<file path="config.mk">
export PLATFORM = sky130hd
export DESIGN_NAME = m1553_word_deser
export DESIGN_NICKNAME = d
export VERILOG_FILES = /design/src/rtl/m1553_word_deser_pkg.sv /design/src/rtl/m1553_bit_tmo.sv /design/src/rtl/m1553_word_deser.sv
export SDC_FILE = /design/constraint.sdc
export NUM_CORES = 1
export LEC_CHECK = 0
export CAP_MARGIN = 30
export CORE_ASPECT_RATIO = 0.9
export CORE_MARGIN = 1
export CORE_UTILIZATION = 39
export DETAILED_ROUTE_END_ITERATION = 10
export GPL_ROUTABILITY_DRIVEN = 0
export HOLD_SLACK_MARGIN = 0.12
export PLACE_DENSITY = 0.72
export SYNTH_ARGS = -nofsm -noshare
export SYNTH_HDL_FRONTEND = slang
export SYNTH_SLANG_ARGS = --single-unit
</file>
<file path="constraint.sdc">
create_clock -name clk -period 1.85 [get_ports clk]
set_clock_uncertainty 0.2 [all_clocks]
set_input_delay 0.2775 -clock clk [delete_from_list [all_inputs] [get_ports clk]]
set_output_delay 0.2775 -clock clk [all_outputs]
set_load 0.02 [all_outputs]
</file>
<file path="src/rtl/m1553_word_deser_pkg.sv">
// Shared definitions for the 1553B receive word deserializer:
// FSM state encoding, word width and sync type constants.
package m1553_word_deser_pkg;

  typedef enum logic [1:0] {
    ST_IDLE   = 2'd0,
    ST_SHIFT  = 2'd1,
    ST_PARITY = 2'd2
  } state_e;

  localparam int unsigned M1553_DW = 16;

  localparam logic SYNC_CMD = 1'b1;
  localparam logic SYNC_DAT = 1'b0;

endpackage

</file>
<file path="src/rtl/m1553_bit_tmo.sv">
// Inter-bit timeout counter for the 1553B word deserializer.
// Compiled only when M1553_WORD_TMO_EN is defined.
`ifdef M1553_WORD_TMO_EN
module m1553_bit_tmo #(
  parameter int unsigned TMO_CYC = 64,
  parameter int unsigned CW      = 7
) (
  input  logic clk,
  input  logic rst,
  input  logic run_i,
  input  logic clr_i,
  output logic tmo_o
);

  localparam logic [CW-1:0] LIM = CW'(TMO_CYC);

  logic [CW-1:0] cnt_q, cnt_d;

  // Count idle cycles while a word is in progress; saturate at the limit.
  always_comb begin
    cnt_d = cnt_q;
    if (!run_i || clr_i) begin
      cnt_d = '0;
    end else if (cnt_q != LIM) begin
      cnt_d = cnt_q + 1'b1;
    end
  end

  // Counter register.
  always_ff @(posedge clk or posedge rst) begin
    if (rst) begin
      cnt_q <= '0;
    end else begin
      cnt_q <= cnt_d;
    end
  end

  assign tmo_o = run_i & (cnt_q == LIM);

endmodule
`endif

</file>
<file path="src/rtl/m1553_word_deser.sv">
// 1553B word deserializer: sync + DW data bits (MSB first) + odd parity bit,
// presented on a one-deep valid/ready output with sticky overflow.
// Optional inter-bit timeout abort enabled by defining M1553_WORD_TMO_EN.
module m1553_word_deser
  import m1553_word_deser_pkg::*;
#(
  parameter int unsigned DW = M1553_DW
`ifdef M1553_WORD_TMO_EN
  ,
  parameter int unsigned TMO_CYC = 64,
  parameter int unsigned CW      = 7
`endif
) (
  input  logic          clk,
  input  logic          rst,
  input  logic          sync_vld,
  input  logic          sync_cmd,
  input  logic          bit_vld,
  input  logic          bit_val,
  input  logic          bit_err,
  output logic          o_vld,
  input  logic          o_rdy,
  output logic [DW-1:0] o_data,
  output logic          o_is_cmd,
  output logic          o_par_err,
  output logic          o_man_err,
  output logic          ovf,
  input  logic          ovf_clr
);

  localparam int unsigned BCW = $clog2(DW + 1);

  state_e          state_q, state_d;
  logic [DW-1:0]   sh_q, sh_d;
  logic [BCW-1:0]  bc_q, bc_d;
  logic            par_q, par_d;
  logic            cmd_q, cmd_d;

  logic            comp;
  logic [DW-1:0]   c_data;
  logic            c_par;
  logic            c_man;
  logic            tmo;

  logic            vld_q, vld_d;
  logic [DW-1:0]   data_q, data_d;
  logic            is_cmd_q, is_cmd_d;
  logic            perr_q, perr_d;
  logic            merr_q, merr_d;
  logic            ovf_q, ovf_d;
  logic            load;
  logic            drop;

`ifdef M1553_WORD_TMO_EN
  m1553_bit_tmo #(
    .TMO_CYC (TMO_CYC),
    .CW      (CW)
  ) u_tmo (
    .clk   (clk),
    .rst   (rst),
    .run_i (state_q != ST_IDLE),
    .clr_i (bit_vld | sync_vld),
    .tmo_o (tmo)
  );
`else
  assign tmo = 1'b0;
`endif

  // Next-state and completion decode; priority sync > bit_err > bit_vld > timeout.
  always_comb begin
    state_d = state_q;
    sh_d    = sh_q;
    bc_d    = bc_q;
    par_d   = par_q;
    cmd_d   = cmd_q;
    comp    = 1'b0;
    c_data  = sh_q;
    c_par   = 1'b0;
    c_man   = 1'b0;
    if (sync_vld) begin
      state_d = ST_SHIFT;
      cmd_d   = sync_cmd;
      sh_d    = '0;
      bc_d    = '0;
      par_d   = 1'b0;
    end else if (state_q != ST_IDLE) begin
      if (bit_err) begin
        comp    = 1'b1;
        c_man   = 1'b1;
        state_d = ST_IDLE;
      end else if (bit_vld) begin
        if (state_q == ST_SHIFT) begin
          sh_d  = {sh_q[DW-2:0], bit_val};
          par_d = par_q ^ bit_val;
          bc_d  = bc_q + 1'b1;
          if (bc_q == BCW'(DW - 1)) begin
            state_d = ST_PARITY;
          end
        end else begin
          comp    = 1'b1;
          c_par   = ~(par_q ^ bit_val);
          state_d = ST_IDLE;
        end
      end else if (tmo) begin
        comp    = 1'b1;
        c_man   = 1'b1;
        state_d = ST_IDLE;
      end
    end
  end

  // FSM and collection registers.
  always_ff @(posedge clk or posedge rst) begin
    if (rst) begin
      state_q <= ST_IDLE;
      sh_q    <= '0;
      bc_q    <= '0;
      par_q   <= 1'b0;
      cmd_q   <= SYNC_DAT;
    end else begin
      state_q <= state_d;
      sh_q    <= sh_d;
      bc_q    <= bc_d;
      par_q   <= par_d;
      cmd_q   <= cmd_d;
    end
  end

  assign load = comp & (~vld_q | o_rdy);
  assign drop = comp & vld_q & ~o_rdy;

  // Output holding register: load on free slot or same-cycle handshake, else drop.
  always_comb begin
    vld_d    = vld_q;
    data_d   = data_q;
    is_cmd_d = is_cmd_q;
    perr_d   = perr_q;
    merr_d   = merr_q;
    if (load) begin
      vld_d    = 1'b1;
      data_d   = c_data;
      is_cmd_d = (cmd_q == SYNC_CMD);
      perr_d   = c_par;
      merr_d   = c_man;
    end else if (vld_q && o_rdy) begin
      vld_d = 1'b0;
    end
    ovf_d = ovf_q;
    if (drop) begin
      ovf_d = 1'b1;
    end else if (ovf_clr) begin
      ovf_d = 1'b0;
    end
  end

  // Output registers.
  always_ff @(posedge clk or posedge rst) begin
    if (rst) begin
      vld_q    <= 1'b0;
      data_q   <= '0;
      is_cmd_q <= 1'b0;
      perr_q   <= 1'b0;
      merr_q   <= 1'b0;
      ovf_q    <= 1'b0;
    end else begin
      vld_q    <= vld_d;
      data_q   <= data_d;
      is_cmd_q <= is_cmd_d;
      perr_q   <= perr_d;
      merr_q   <= merr_d;
      ovf_q    <= ovf_d;
    end
  end

  assign o_vld     = vld_q;
  assign o_data    = data_q;
  assign o_is_cmd  = is_cmd_q;
  assign o_par_err = perr_q;
  assign o_man_err = merr_q;
  assign ovf       = ovf_q;

endmodule

</file>
==> implementation parameters, run 1 <==
Parameter                              Value

Floorplan
  I/O pin total ... 30
  X dimension of the die ... 76.0 microns
  Height of the die ... 68.6 microns
  Initial standard-cell utilization of the core ... 0.418
  Placeable Area ... 4600 sq um
  Number of standard-cell rows in the floorplan ... 23
  Area of the die ... 5220 sq um

Pwr
  Part of the power in the clock network ... 0.324
  Fraction of power spent switching nets ... 0.241
  P_leak ... 1.10 nW
  Maximum vdd drop ... 0.513 mV
  Combinational group share of total power ... 0.104
  Net switching power figure ... 0.439 mW
  Flop pwr share ... 0.571
  Power per cell area ... 732 nW/um^2
  Internal ... 1.38 mW

STA
  Setup WS post-layout ... 0.0957 ns
  Measured slew at the worst slew-check pin ... 0.306 ns
  Post-layout min period ... 1.75 ns
  Number of pins with negative max-slew slack in the final report ... 0
  Max_slew headroom ... 0.795
  Final critical-path share of the clock period ... 0.948
  Count of endpoints failing setup in the final report ... 0
  Unrepaired setup endpoints after global routing ... no
  Number of hold violations in the final report ... 0
  Max Clk Rate ... 570 MHz

Synth
  FF+latch count, synth ... 46
  Sequential cell area fraction in the yosys report ... 0.598
  Synth area leaders ... dfrtp_1 60%, nand2_1 6.8%, mux2_2 6.4%, a21oi_1 5.5%, mux2_1 5.3%
  Area share of the leading cell type in the synthesized netlist ... 0.598
  Gate count of the mapped netlist ... 170
  Mean Syn Cell Area ... 11.3 sq um
  Count of synthesis-stage warnings from yosys ... 0
  Area of the mapped netlist ... 1920 sq um
  Net Count, Synth ... 181
  Dominant cell type by area after synthesis ... dfrtp_1
  Library cells used by synthesis ... 31

Setup path
  Length in cells of the worst reg-to-reg path ... 6
  Cell chain of the critical path ... clkdlybuf4s50_1
  Worst Setup SP ... o_data[0]
  CP peak stage delay ... 0.61 ns
  Top cell family by delay on the critical path ... buffers and inverters
  Capturing element of the worst setup path ... o_data[0]
  End of the worst register-to-register path ... state_q[1]
  Number of logic stages on the critical path including buffering ... 1
  Internal reg-to-reg setup slack ... 0.18 ns
  Crit path buffers/inverters ... 1
  CP max FO ... 2
  Worst Setup Path Type ... reg -> out
  Critical R2R Launch ... bc_q[0]
  Cell with the biggest individual delay on the critical path ... clkdlybuf4s50_1
  CP endpoint kind ... output pin
  Crit path launch type ... flip-flop
  Signal arrival time at the worst endpoint ... 1.28 ns
  Required time reported for the critical path endpoint ... 1.37 ns

Cells and area
  Synthesis-to-layout area growth ... 29.5%
  Net count reported at finish ... 223
  # fillers ... 423
  Layout cell share with drive strength beyond 1 ... 0.178
  Design Area, Final ... 2490 sq um
  Number of antenna cells inserted ... 0

Global route
  Overall track demand over capacity in global routing ... 0.153
  Via count of the first global-routing pass ... 1,335
  Overflow left after global routing ... 0
  Number of antenna violations at the first check in global routing ... 0
  Maximum number of pins on one net before global-route repair ... 47
  First-pass GRT wire length ... 6130 microns

Min path
  Tightest Hold Check Type ... in -> async

Placed design
  Total of buffers placed on input and output ports ... 29
  Placed inst area ... 2390 sq um
  Dpl ws ... -0.266 ns
  Final HPWL DP ... 2380 microns

Clock tree
  Insertion delay to the later sink of the worst-skew pair ... 0.29 ns
  Clock transition time at the flip-flop clock pins of the worst setup and hold paths ... 0.08 ns
  Buffer type at the clock tree root ... clkbuf_8
  Num CTS Buffers ... 5
  CTS tree ... done
  Clock Tree Buf Depth ... 2
  Sink count of the clock tree ... 46
  Max H-tree Level ... 2

Route
  DR DRC count ... 0
  Routed Antenna Nets ... 0
  Average routed wire per standard cell ... 12.5 microns
  Initial DRC count ... 101
  Final WL ... 3450 microns
  Via count ... 1,349
  Length of the first detailed-routing pass in iterations ... 6
  Vias per inst ... 4.91

Flow run
  Max-cap violations ... 0

Outcome
  Result of the run ... finished clean
## timing repair
| action | 4_1_cts | 5_1_grt |
|---|---|---|
| hold buffers | 0 | 0 |
| setup buffers | 0 | 0 |
| setup endpoints to repair | 0 | 17 |
| resized for setup | 0 | 3 |
## power groups by stage
| stage | clock (mW) | sequential [mW] | combinational [mW] |
|---|---|---|---|
| after floorplan | 0 | 1.07 | 0.0873 |
| after global placement | 0 | 1.06 | 0.191 |
| after detailed placement | 0 | 1.06 | 0.192 |
| after CTS | 0.611 | 1.04 | 0.193 |
| after global routing | 0.656 | 1.04 | 0.209 |
| final | 0.591 | 1.04 | 0.190 |
## through the flow
| step | util | power, mW | instances | TNS (ns) | hold WS, ns |
|---|---|---|---|---|---|
| floorplan | - | 1.16 | 170 | -0.232 | 0.183 |
| global placement | 0.520 | 1.25 | 267 | -7.48 | 0.276 |
| detailed placement | 0.520 | 1.25 | 267 | -7.86 | 0.279 |
| CTS | 0.539 | 1.85 | 275 | 0 | 0.130 |
| global route | 0.541 | 1.91 | 275 | 0 | 0.137 |
| finish | 0.541 | 1.82 | 275 | 0 | 0.114 |
## routing by layer
metal | up-vias | track usage | routed length (microns)
li1 | 662 | - | -
met1 | 665 | 0.198 | 1760
met2 | 20 | 0.259 | 1560
met3 | 2 | 0.0355 | 95
met4 | 0 | 0.0505 | 21
met5 | - | 0 | 0
## final cells by class
cell class	count	area [sq um]	area share
Clock inverter	2	13.8	0.00552
Inverter	6	22.5	0.00904
Multi-Input combinational cell	109	727	0.292
Clock buffer	6	72.6	0.0291
Sequential cell	46	1150	0.463
Tap cell	62	77.6	0.0311
Timing Repair Buffer	44	425	0.171
## registers in the layout (all words and copies together) (netlist names), 2 cells and up
| name | cells |
|---|---|
| bc_q | 5 |
| c_data | 16 |
| o_data | 16 |
| state_q | 2 |
## synthesized netlist by cell type
master,count
a211oi_1,1
a21o_1,1
a21oi_1,21
a31o_2,1
and3_1,1
buf_1,2
buf_2,4
buf_6,1
clkbuf_1,2
dfrtp_1,46
ha_1,2
inv_1,6
mux2_1,9
mux2_2,11
nand2_1,35
nand2b_1,1
nand3_1,2
nand4b_1,1
nand4bb_1,1
nor2_1,4
nor2b_1,2
nor3_1,1
nor4_4,1
nor4bb_1,1
o21a_1,1
o21ai_0,5
o31ai_1,1
o32ai_1,2
or3_1,2
xnor2_1,1
xor2_1,1
## kinds of logic (layout without fill, tap and decap cells)
kind of cell | Yosys count | count (layout) | synth area share
AOI/OAI and AO/OA | 33 | 33 | 0.0969
and+or+nand+nor | 52 | 52 | 0.130
adders and majority gates | 2 | 2 | 0.0130
xor gates and xnor gates | 2 | 2 | 0.00910
DFF | 46 | 46 | 0.598
buffers and inverters | 15 | 58 | 0.0358
muxes | 20 | 20 | 0.117
## worst min-delay path by stage
stage / slack [ns] / cells past startpoint / endpoint / from
after floorplan: 0.18 / 1 / ovf / ovf_clr
after global placement: 0.28 / 1 / o_data[8] / o_data[8]
after detailed placement: 0.28 / 1 / o_data[9] / o_data[9]
after CTS: 0.13 / 3 / o_data[10] / rst
after global routing: 0.14 / 3 / o_data[10] / rst
final: 0.11 / 3 / o_data[10] / rst
## placed cells by master, fill, tap and decap left out, drive strengths merged, types with 2 or more instances in the layout
master and n:
clkbuf 6, or3 2, inv 5, mux2 20, o32ai 2, o21ai 5
buf 15, clkinv 3, dfrtp 46, ha 2, clkdlybuf4s50 28, nor2 4
nor2b 2, nand2 35, a21oi 21, nand3 2
(Power assumes the default switching activity.)
==> run 2: changes to the inputs <==
Settings changed: CTS_BUF_LIST set to sky130_fd_sc_hd__clkbuf_4.
==> implementation parameters, run 2 (synthesis results as in run 1) <==
Parameter                              Value

Outcome
  Result of the run ... finished clean

Global route
  Overall track demand over capacity in global routing ... 0.152
  Overflow left after global routing ... 0
  First-pass GRT wire length ... 6110 microns
  Maximum number of pins on one net before global-route repair ... 47
  Number of antenna violations at the first check in global routing ... 0
  Via count of the first global-routing pass ... 1,335

STA
  Worst Hold Margin ... 0.296 ns
  Post-layout min period ... 1.79 ns
  Max Clk Rate ... 558 MHz
  Count of endpoints failing setup in the final report ... 0
  Final critical-path share of the clock period ... 0.969
  Measured slew at the worst slew-check pin ... 0.304 ns
  Unrepaired setup endpoints after global routing ... no
  Number of hold violations in the final report ... 0
  Number of pins with negative max-slew slack in the final report ... 0
  Max_slew headroom ... 0.797

Route
  Via count ... 1,349
  Routed Antenna Nets ... 0
  Vias per inst ... 4.89
  Average routed wire per standard cell ... 12.5 microns
  DR DRC count ... 0
  Initial DRC count ... 62
  Final WL ... 3450 microns
  Length of the first detailed-routing pass in iterations ... 4

Flow run
  Max-cap violations ... 0

Min path
  Launch instance of the worst min-delay path ... ovf_clr
  Worst hold stages ... 2
  Tightest Hold Check Type ... in -> reg
  Endpoint of the worst hold-timing path ... ovf

Pwr
  Net switching power figure ... 0.426 mW
  Part of the power in the clock network ... 0.279
  Fraction of power spent switching nets ... 0.250
  P_leak ... 1.29 nW
  Maximum vdd drop ... 0.371 mV
  Overall power ... 1.71 mW
  Flop pwr share ... 0.610
  Power per cell area ... 684 nW/um^2
  Combinational group share of total power ... 0.110
  Internal ... 1.28 mW

Floorplan
  I/O pin total ... 30
  Number of standard-cell rows in the floorplan ... 23
  Area of the die ... 5220 sq um
  Placeable Area ... 4600 sq um
  X dimension of the die ... 76.0 microns
  Height of the die ... 68.6 microns
  Initial standard-cell utilization of the core ... 0.418

Clock tree
  Num CTS Buffers ... 5
  Insertion delay to the later sink of the worst-skew pair ... 0.35 ns
  CTS tree ... done
  Buffers inserted by post-CTS timing repair ... 0
  Clock transition time at the flip-flop clock pins of the worst setup and hold paths ... 0.13 ns
  Buffer type at the clock tree root ... clkbuf_4
  Sink count of the clock tree ... 46
  Max H-tree Level ... 2
  Clock Tree Buf Depth ... 2

Setup path
  Cell with the biggest individual delay on the critical path ... clkdlybuf4s50_1
  Crit path launch type ... flip-flop
  Signal arrival time at the worst endpoint ... 1.31 ns
  Length in cells of the worst reg-to-reg path ... 6
  Cell chain of the critical path ... clkdlybuf4s50_1
  Worst Setup Path Type ... reg -> out
  Critical R2R Launch ... bc_q[0]
  Required time reported for the critical path endpoint ... 1.37 ns
  CP endpoint kind ... output pin
  Internal reg-to-reg setup slack ... 0.17 ns
  Crit path buffers/inverters ... 1
  CP max FO ... 2
  CP peak stage delay ... 0.60 ns
  Top cell family by delay on the critical path ... buffers and inverters
  End of the worst register-to-register path ... state_q[1]

Cells and area
  Net count reported at finish ... 224
  Commonest cells after routing, fill and taps aside ... 45 x dfrtp_1, 35 x nand2_1, 21 x a21oi_1
  Synthesis-to-layout area growth ... 29.7%
  Most common cell after layout, fill and taps aside ... dfrtp_1
  Layout cell share with drive strength beyond 1 ... 0.182
  Number of antenna cells inserted ... 0

Placed design
  Total of buffers placed on input and output ports ... 29
  Final HPWL DP ... 2380 microns
-- run 2: cell count changes in the layout (fill, tap and decap cells not counted), sizes merged --
cell / before / now
dlymetal6s2s: 1 / 13
clkdlybuf4s50: 28 / 16
dlygate4sd3: 0 / 1
-- run 2: worst max-delay path by stage --
stage	slack (ns)	end	depth (start not counted)	from
2_1_floorplan	-0.03	o_data[10]	4	o_vld
3_3_place_gp	-0.26	o_data[1]	5	bit_err
3_5_place_dp	-0.27	o_data[3]	5	bit_err
4_1_cts	0.006	o_data[14]	1	o_data[14]
5_1_grt	0.004	o_data[13]	1	o_data[13]
6_report	0.06	o_par_err	1	o_par_err
-- run 2: layout make-up --
cell class | instances | area (sq um)
clock buffer | 6 | 45.0
tap | 62 | 77.6
timing repair buffer | 45 | 458
sequential | 46 | 1150
fill | 419 | 2110
inverter | 6 | 22.5
multi-input combinational | 109 | 727
clock inverter | 2 | 13.8
-- run 2: power by group through the flow --
stage | Sequential (mW) | Clock, mW | Combinational (mW)
after floorplan | 1.07 | 0 | 0.0873
after CTS | 1.04 | 0.496 | 0.194
after detailed placement | 1.06 | 0 | 0.192
after global placement | 1.06 | 0 | 0.191
after global routing | 1.05 | 0.535 | 0.208
final | 1.04 | 0.477 | 0.188
-- run 2: metrics by stage --
| step | utilization | instance area [sq um] | worst slack (ns) | std cells | TNS [ns] |
|---|---|---|---|---|---|
| 2_1_floorplan | - | 1930 | -0.0258 | 170 | -0.232 |
| 3_3_place_gp | 0.520 | 2390 | -0.256 | 267 | -7.48 |
| 3_5_place_dp | 0.520 | 2390 | -0.266 | 267 | -7.86 |
| 4_1_cts | 0.535 | 2460 | 0.00603 | 276 | 0 |
| 5_1_grt | 0.542 | 2500 | 0.00385 | 276 | 0 |
| 6_report | 0.542 | 2500 | 0.0579 | 276 | 0 |
-- run 2: what timing repair did --
item | CTS | global route
hold buffers | 1 | 0
resized for setup | 0 | 13
endpoints found under the hold margin | 46 | 0
endpoints found under the setup margin | 0 | 13
-- run 2: layer usage --
layer | routed length, microns | global-route usage | vias up | part of all wire
li1 | - | - | 663 | -
met1 | 1760 | 0.198 | 663 | 0.51
met2 | 1550 | 0.257 | 18 | 0.45
met3 | 103 | 0.0316 | 5 | 0.030
met4 | 43 | 0.0577 | 0 | 0.012
met5 | 0 | 0 | - | 0
==> run 3: changes to the inputs <==
Settings changed: SLEW_MARGIN set to 10.
==> results of run 3 <==
Same layout as run 2: the final DEF is identical, and so are final timing and power.
